File: config.mk
export PLATFORM = sky130hd
export DESIGN_NAME = logic_unit_pipe
export DESIGN_NICKNAME = d
export VERILOG_FILES = /design/src/rtl/logic_unit_pipe.sv
export SDC_FILE = /design/constraint.sdc
export NUM_CORES = 1
export LEC_CHECK = 0
export CORE_UTILIZATION = 51
export DETAILED_ROUTE_END_ITERATION = 10
export PLACE_DENSITY = 0.8
export SLEW_MARGIN = 20
export SYNTH_ARGS = -nofsm -noshare
export SYNTH_HDL_FRONTEND = slang
export SYNTH_SLANG_ARGS = --single-unit
File: constraint.sdc
create_clock -name clk -period 2.25 [get_ports clk]
set_input_delay 0.45 -clock clk [delete_from_list [all_inputs] [get_ports clk]]
set_output_delay 0.45 -clock clk [all_outputs]
set_load 0.01 [all_outputs]
File: src/rtl/logic_unit_pipe.sv
// logic_unit_pipe: eight-function bitwise unit on WIDTH-bit operands, optional accumulator as left operand; LOGIC_UNIT_PARITY_EN adds a parity output.
// Latency: result, flags and parity are registered and visible the cycle after accept.
// Backpressure: in_ready = !out_valid || out_ready; the held result stays stable while out_ready is low.
module logic_unit_pipe #(
    parameter int WIDTH = 8,
    parameter int CNT_W = 16
) (
    input  logic             clk,
    input  logic             rst_n,
    input  logic             in_valid,
    output logic             in_ready,
    input  logic [WIDTH-1:0] a,
    input  logic [WIDTH-1:0] b,
    input  logic [2:0]       op,
    input  logic             acc_mode,
    input  logic             acc_clr,
    output logic             out_valid,
    input  logic             out_ready,
    output logic [WIDTH-1:0] y,
    output logic             zero,
    output logic             ones,
`ifdef LOGIC_UNIT_PARITY_EN
    output logic             parity,
`endif
    output logic [CNT_W-1:0] op_count
);

    logic [WIDTH-1:0] acc;
    logic [WIDTH-1:0] left;
    logic [WIDTH-1:0] res;
    logic             accept;

    assign in_ready = !out_valid || out_ready;
    assign accept   = in_valid && in_ready;

    always_comb begin
        left = acc_mode ? acc : a;
        res  = '0;
        case (op)
            3'd0:    res = left & b;
            3'd1:    res = left | b;
            3'd2:    res = ~left;
            3'd3:    res = ~(left & b);
            3'd4:    res = ~(left | b);
            3'd5:    res = left ^ b;
            3'd6:    res = ~(left ^ b);
            default: res = left;
        endcase
    end

    always_ff @(posedge clk or negedge rst_n) begin
        if (!rst_n) begin
            out_valid <= 1'b0;
            y         <= '0;
            zero      <= 1'b0;
            ones      <= 1'b0;
            op_count  <= '0;
            acc       <= '0;
`ifdef LOGIC_UNIT_PARITY_EN
            parity    <= 1'b0;
`endif
        end else begin
            if (accept) begin
                out_valid <= 1'b1;
                y         <= res;
                zero      <= ~|res;
                ones      <= &res;
                op_count  <= op_count + CNT_W'(1);
`ifdef LOGIC_UNIT_PARITY_EN
                parity    <= ^res;
`endif
            end else if (out_ready) begin
                out_valid <= 1'b0;
            end
            // clear wins over an accumulate in the same cycle; the op still saw the old value
            if (acc_clr)
                acc <= '0;
            else if (accept && acc_mode)
                acc <= res;
        end
    end

endmodule

* After elaboration in Yosys (flattened, before gate mapping)
Index checks and enable logic that the tools add are counted.
Operators by class: $add $sub $neg 1, equality and inequality tests 6, mux-type cells 6, bitwise operators 7, reductions and logical operators 10
Operator list (number):
- $pmux 8 s7 | 1
- $not 8->8 | 4
- $mux 8 | 3
- $add 16x1->16 const B | 1
- $eq 3x3->1 const B | 3
- $and 8x8->8 | 1
- $or 8x8->8 | 1
- $reduce_and 8->1 | 1
- $reduce_or 8->1 | 1
- $xor 8x8->8 | 1
- $eq 3x2->1 const B | 2
- $reduce_bool 2->1 | 2
- $eq 3x1->1 const B | 1
- $logic_not 3->1 | 1
- $logic_and 1x1->1 | 2
- $logic_not 1->1 | 2
- $mux 1 | 2
- $logic_or 1x1->1 | 1
Storage, ports and cells: register bits after elaboration 35, input port bits 25, output and inout bits 28, word-level logic and storage cells 36

* Logic depth before layout (Yosys ltp)
Gate-level depths: netlist of the first run.
word-level depth 6, mapped depth 10, mapped depth without buffers 9

* Least setup slack after synthesis of the first run
Ideal clock, no wire load.
path type in2reg, start input port acc_mode, end register ones, setup time 122 ps, arrival time 2029 ps, data required time 2128 ps, path slack 99 ps, stages 9, buffers on the path 1, cells stage by stage buf_6 > mux2_2 > inv_1 > ha_1 > a32oi_1 > nand2_1 > o22ai_1 > nor3_1 > a32o_1
Between the ends: word-level cells in the longest chain between the ends 5, elaborated cells on any way between the ends 10, those cells by class mux (2); bitwise (7); reduce/logical (1)
Ends and longest elaborated chain:
- from (decl) | line 15 | input logic acc_mode,
- $mux 8 (*) | line 37 | left = acc_mode ? acc : a;
- $xor 8x8->8, or another cell as far along | line 45, 46
- $not 8->8 (on tied branches) | line 46, 43, 44
- $pmux 8 s7 (*) | line 39 | case (op)
- $reduce_and 8->1 (*) | line 67 | ones <= &res;
- to (signal assigned) | line 67
- to (decl) | line 21 | output logic ones,
Every way passes the cells marked *; elsewhere a longest branch is shown, timed or not. A chain may end at the register's enable or synchronous reset.

* Worst setup path in the final report of the first run
start input port a[4], end register zero
Between the ends: word-level cells in the longest chain between the ends 6, elaborated cells on any way between the ends 11, those cells by class mux (2); bitwise (7); reduce/logical (2)
Ends and longest elaborated chain:
- from (decl) | line 12 | input logic [WIDTH-1:0] a,
- $mux 8 (*) | line 37
- $xor 8x8->8, or another cell as far along | line 45, 46
- $not 8->8 (on tied branches) | line 46, 43, 44
- $pmux 8 s7 (*) | line 39
- $reduce_or 8->1 (*) | line 66 | zero <= ~|res;
- $logic_not 1->1 (*) | line 66
- to (signal assigned) | line 66
- to (decl) | line 20 | output logic zero,
Marked as above.

==> summary.md, run 1 <==
| Metric | Value |
|---|---|
| Clk Latency, worst-skew pair | `0.28 ns` |
| Routed Antenna Nets | `0` |
| FILL cells | `302` |
| Hold Path Depth | `2` |
| Synth Net Count | `314` |
| Synthesized area | `2410 sq um` |
| Reg2reg end | `ones` |
| H-tree depth | `2` |
| Total power draw | `0.00202 W` |
| Overflow after GRT | `0` |
| Max-slew violations | `0` |
| Worst r2r src | `acc[6]` |
| Final clock skew | `0.00468 ns` |
| CTS buffer count | `5` |
| Critical Path RT | `2.45 ns` |
| Post-synth ARST share | `1.00` |
| Ys Warns | `0` |
| First-pass GRT wire length | `9830 um` |
| Status | `complete, but fails checks` |
| Gate Count Post-Synth | `272` |
| Largest net degree at the start of global routing | `36` |
| Hold crit path type | `flip-flop to flip-flop` |
| CTS tree | `done` |
| Total inserted antenna cells | `0` |
| DR WL/cell | `15.4 um` |
| Fin nets | `394` |
| CTS max path bufs | `2` |
| Maxcap violations | `0` |
| Crit path DAT | `2.36 ns` |
| CP startpoint kind | `primary input` |
| Area Overhead vs Synth | `42.3%` |
| Die Area | `5000 sq um` |
| Clock Root Buffer | `clkbuf_8` |
| DPL Wire Length | `4340 um` |
| Die X | `70.7 um` |
| Share of layout cells above drive strength 1 | `0.221` |
| Commonest non-fill, non-tap cell in the layout | `clkdlybuf4s50_1` |
| Endpoint type of the worst setup path | `flip-flop` |
| Core footprint | `4440 sq um` |
| Synthesized flop and latch total | `35` |
| Top_reg_cell synth | `dfrtp_1` |
| Die Y | `70.7 um` |
| P_leak | `1.57 nW` |
| Num rows | `24` |
| Vias in the first global route | `2079` |
| Drt first pass iters | `7` |
| # hold bufs at CTS | `0` |
| Unrepaired setup endpoints after global routing | `true` |
| Initial core utilization | `0.542` |
| Final Hold Vio Count | `0` |
| Hold endpoint | `y[7]` |
| Worst-case reg-to-reg path depth | `8` |
| Kind of critical path | `primary input to flip-flop` |
| Pin slew with the least headroom to its limit | `0.442 ns` |
| Worst Hold Launch | `y[7]` |
| # DRC | `6` |
| Netlist cell types | `45` |
| Post-Route WL | `6220 um` |
| I/O Pins | `53` |
| Syn avg cell area | `8.86 sq um` |
| Slew Limit Headroom | `0.706` |
| CTS sink cnt | `35` |
| Final instance area | `3430 sq um` |
| VDD IR max | `408 uV` |
| Violated checks | `design-rule violations` |
| Period utilisation layout | `0.961` |
| Commonest cells after routing, fill and taps aside | `clkdlybuf4s50_1 (50), nand2_1 (39), dfrtp_1 (35), buf_4 (31), nor2_1 (19)` |
| Vias/cell | `5.54` |
| Starting DRT DRC Count | `125` |
| Placed cell areas | `3190 sq um` |
| Clock edge transition at the registers on the reported setup and hold paths | `0.07 ns` |
| Seq/Total Area, Yosys | `0.363` |
| Post-synth EDFFs | `0` |
| CP Max Fanout | `4` |
| Min Tclk post-route | `2.16 ns` |
| FMAX | `462 MHz` |
| Final setup fails | `0` |
| Flop-to-flop setup slack | `0.25 ns` |
| GRT Overall Usage | `0.250` |
| Input/output buffers | `52` |
| Vias | `2245` |
| Antenna violations before repair | `0` |
| P per Cell Area | `590 nW/um^2` |
| GPL Wtd Cong | `0.884` |
==> layout make-up <==
class	instances	area [sq um]	area share
multi-input combinational	203	1490	0.434
inverter	21	81.3	0.0237
timing repair buffer	86	818	0.239
sequential	35	876	0.255
clock buffer	8	100	0.0292
tap	52	65.1	0.0190
==> synth_stat cells (all sizes together), types with 3 or more instances <==
| library cell | number | area (sq um) |
|---|---|---|
| a211oi | 5 | 37.5 |
| a21oi | 11 | 55.1 |
| and2 | 3 | 18.8 |
| and3 | 4 | 25.0 |
| buf | 10 | 58.8 |
| clkbuf | 3 | 11.3 |
| dfrtp | 35 | 876 |
| ha | 17 | 213 |
| inv | 21 | 78.8 |
| mux2 | 8 | 109 |
| mux2i | 5 | 50.1 |
| nand2 | 40 | 150 |
| nand2b | 5 | 31.3 |
| nand3 | 6 | 30.0 |
| nand4 | 4 | 25.0 |
| nor2 | 19 | 71.3 |
| nor2b | 9 | 56.3 |
| nor3 | 3 | 15.0 |
| o211ai | 7 | 52.6 |
| o21a | 3 | 22.5 |
| o21ai | 17 | 85.1 |
| xnor2 | 11 | 96.3 |
| xor2 | 4 | 35.0 |
==> cell families after synthesis <==
logic type                 after synthesis  synth area share
DFF                                     35             0.363
xor gates and xnor gates                15            0.0545
adders and majority gates               17            0.0883
AOI/OAI and AO/OA                       60             0.172
buffers and inverters                   34            0.0618
muxes                                   13            0.0659
and+or+nand+nor                         98             0.194
==> worst max-delay path, cell delays in order <==
cell	delay [ns]
clkdlybuf4s50_1	0.44
mux2_2	0.29
inv_1	0.06
ha_1	0.23
a221oi_1	0.30
o21ai_1	0.11
o21ai_2	0.12
nand4_1	0.15
o31ai_2	0.22
==> state kept, by name, indices dropped and copies added, names as in the netlist <==
name,count
op_count,16
ones,1
zero,1
out_valid,1
y,8
acc,8
==> through the flow <==
stage          std cells  setup TNS [ns]   util  hold slack (ns)  setup WS, ns
2_1_floorplan        272               0      -            0.154        0.0993
3_3_place_gp         395           -6.31  0.718            0.462        -0.483
3_5_place_dp         395           -7.21  0.718            0.470        -0.567
4_1_cts              404               0  0.750            0.490        0.0154
5_1_grt              405         -0.0495  0.772            0.504       -0.0374
6_report             405               0  0.772            0.486        0.0873
==> report_power, final <==
| part | switching [W] | internal, W |
|---|---|---|
| Sequential | 0.0000819 | 0.000716 |
| Clock | 0.000212 | 0.000279 |
| Combinational | 0.000337 | 0.000397 |
| Total | 0.000631 | 0.00139 |
==> metal layers <==
metal | track usage | up-vias | part of all wire
met3 | 0.0456 | 10 | 0.048
met5 | 0 | - | 0
met2 | 0.418 | 58 | 0.49
met1 | 0.335 | 1079 | 0.45
met4 | 0.0689 | 0 | 0.0098
li1 | - | 1098 | -
==> worst max-delay path by stage <==
stage	startpoint	to	slack (ns)
detailed placement	acc_mode	ones	-0.57
global placement	acc_mode	ones	-0.48
floorplan	acc_mode	ones	0.1
finish	a[4]	zero	0.09
CTS	acc_mode	ones	0.02
global route	op[1]	zero	-0.04
==> repair_timing <==
item,4_1_cts,5_1_grt
pin swaps,2,7
endpoints found under the setup margin,17,6
buffers inserted,0,1
gates resized for setup,5,23
cloned,1,0
(Power assumes the default switching activity.)
==> inputs of run 2 (changes only) <==
--- a/config.mk
+++ b/config.mk
@@ -5,9 +5,10 @@
 export SDC_FILE = /design/constraint.sdc
 export NUM_CORES = 1
 export LEC_CHECK = 0
+export CORE_ASPECT_RATIO = 1.2
 export CORE_UTILIZATION = 51
 export DETAILED_ROUTE_END_ITERATION = 10
-export PLACE_DENSITY = 0.8
+export PLACE_DENSITY = 0.77
 export SLEW_MARGIN = 20
 export SYNTH_ARGS = -nofsm -noshare
 export SYNTH_HDL_FRONTEND = slang
==> summary.md, run 2 (synthesis gave the netlist of run 1 again) <==
| Metric | Value |
|---|---|
| Clock edge transition at the registers on the reported setup and hold paths | `0.07 ns (about the same)` |
| Total inserted antenna cells | `0 (unchanged)` |
| Die X | `64.8 um (-8.5%)` |
| H-tree depth | `2 (unchanged)` |
| Non-filler instance count after layout | `416 (+2.7%)` |
| P per Cell Area | `587 nW/um^2 (-0.47%)` |
| Area Overhead vs Synth | `42.1%` |
| FMAX | `453 MHz (-2.1%)` |
| Placed cell areas | `3210 sq um (+0.55%)` |
| # hold bufs at CTS | `0 (unchanged)` |
| Post-Route WL | `5990 um (-3.8%)` |
| Min Tclk post-route | `2.21 ns (+0.0458 ns)` |
| # DRC | `0 (-6)` |
| Num rows | `27 (+13%)` |
| DPL Wire Length | `4580 um (+5.5%)` |
| CTS tree | `done` |
| Vias/cell | `5.36 (-3.3%)` |
| Worst Hold Launch | `y[6]` |
| Status | `completed` |
| Core footprint | `4560 sq um (+2.6%)` |
| Hold slack final | `0.484 ns (-0.00133 ns)` |
| GPL Wtd Cong | `0.838 (-5.2%)` |
| CP startpoint | `acc_mode` |
| Die Y | `77.3 um (+9.3%)` |
| Drt first pass iters | `4 (-3)` |
| First-pass GRT wire length | `9820 um (-0.14%)` |
| Vias in the first global route | `2158 (+3.8%)` |
| Die Area | `5010 sq um (about the same)` |
| Pin slew with the least headroom to its limit | `0.431 ns (-0.0112 ns)` |
| P_leak | `1.59 nW (+1.3%)` |
| Endpoint type of the worst setup path | `flip-flop` |
| Final instance area | `3420 sq um (-0.15%)` |
| CTS buffer count | `5 (unchanged)` |
| Clk Latency, worst-skew pair | `0.28 ns (about the same)` |
| Vias | `2229 (-0.71%)` |
| Commonest cells after routing, fill and taps aside | `clkdlybuf4s50_1 (50), nand2_1 (40), buf_4 (37), dfrtp_1 (35)` |
| Starting DRT DRC Count | `126 (+0.80%)` |
| Share of layout cells above drive strength 1 | `0.209 (-0.0115)` |
| Largest regs | `op_count: 16 flops, acc: 8 flops, y: 8 flops` |
| Max-slew violations | `0 (unchanged)` |
| Initial core utilization | `0.528 (-0.0138)` |
| Period utilisation layout | `0.982 (+0.0203)` |
| Final Hold Vio Count | `0 (unchanged)` |
| Overflow after GRT | `0 (unchanged)` |
| Crit path DAT | `2.43 ns (+0.07 ns)` |
| Final clock skew | `0.00386 ns (-0.000826 ns)` |
| Input/output buffers | `52 (unchanged)` |
| DR WL/cell | `14.4 um (-6.3%)` |
| GRT Overall Usage | `0.250 (+0.000384)` |
| Clock Root Buffer | `clkbuf_8` |
| Final setup fails | `0 (unchanged)` |
| Critical Path RT | `2.47 ns (+0.02 ns)` |
| VDD IR max | `251 uV (-38%)` |
| Fin nets | `399 (+1.3%)` |
| Routed Antenna Nets | `0 (unchanged)` |
| CP startpoint kind | `primary input` |
| Largest net degree at the start of global routing | `36 (unchanged)` |
| Antenna violations before repair | `0 (unchanged)` |
| Hold crit path type | `flip-flop to flip-flop` |
| Worst r2r src | `acc[5]` |
| CP Max Fanout | `5 (+1)` |
| CTS max path bufs | `2 (unchanged)` |
| Slew Limit Headroom | `0.713 (+0.00744)` |
| Kind of critical path | `primary input to flip-flop` |
| Placed cell count | `404 (+2.3%)` |
| CTS sink cnt | `35 (unchanged)` |
| FILL cells | `340 (+13%)` |
| I/O Pins | `53 (unchanged)` |
| Top reg by flops | `op_count` |
| Commonest non-fill, non-tap cell in the layout | `clkdlybuf4s50_1` |
| Maxcap violations | `0 (unchanged)` |
| Number of flip-flops in the largest register | `16 (unchanged)` |
-- run 2: changes by cell type in the layout (fill, tap and decap cells not counted), sizes merged --
| cell | previous run | this run |
|---|---|---|
| buf | 35 | 39 |
| bufbuf | 0 | 1 |
-- run 2: cell type report --
cell class / count / area, sq um / share of cell area
multi-input combinational: 203 / 1450 / 0.423
tap: 58 / 72.6 / 0.0212
timing repair buffer: 91 / 848 / 0.248
inverter: 21 / 78.8 / 0.0230
sequential: 35 / 876 / 0.256
clock buffer: 8 / 100 / 0.0292
-- run 2: report_power, final --
part / internal [W] / total, W / switching (W)
Sequential: 0.000716 / 0.000802 / 0.0000863
Combinational: 0.000400 / 0.000718 / 0.000318
Clock: 0.000279 / 0.000491 / 0.000212
-- run 2: repair_timing --
action | CTS | global route
gates resized for setup | 5 | 13
buffers inserted | 1 | 2
setup endpoints to repair | 16 | 9
gates cloned | 1 | 0
pin swaps | 3 | 12
-- run 2: worst paths after layout --
| path | slack [ns] | endpoint | depth (start not counted) |
|---|---|---|---|
| setup / recovery | 0.04 | ones | 10 |
| hold / removal | 0.48 | y[6] | 2 |
| setup reg to reg | 0.26 | ones | 8 |
| hold reg to reg | 0.48 | y[6] | 2 |
| max in group asynchronous | 1.37 | op_count[13] | 2 |
| min in group asynchronous | 0.58 | op_count[15] | 2 |
-- run 2: layer usage --
layer  up-vias  share of wire  global-route usage  wire, um
met5         -              0                   0         0
met4         0          0.014              0.0867        86
met3         9          0.040              0.0446       241
met2        59           0.53               0.442      3160
met1      1052           0.42               0.297      2500
li1       1109              -                   -         -
-- run 2: metrics by stage --
stage | util | total power (W) | setup TNS (ns) | setup WS [ns]
after floorplan | - | 0.00114 | 0 | 0.0993
after global placement | 0.703 | 0.00146 | -6.22 | -0.478
after detailed placement | 0.703 | 0.00149 | -7.28 | -0.533
after CTS | 0.737 | 0.00200 | 0 | 0.00408
after global routing | 0.751 | 0.00212 | -0.0228 | -0.0228
final | 0.751 | 0.00201 | 0 | 0.0416
-- run 2: critical path: stages --
cell       delay, ns
buf_2           0.13
bufbuf_16       0.27
mux2_4          0.32
inv_2           0.06
ha_1            0.23
o211ai_1        0.16
a21oi_1         0.06
or3_4           0.36
nor3_2          0.20
a32o_1          0.18
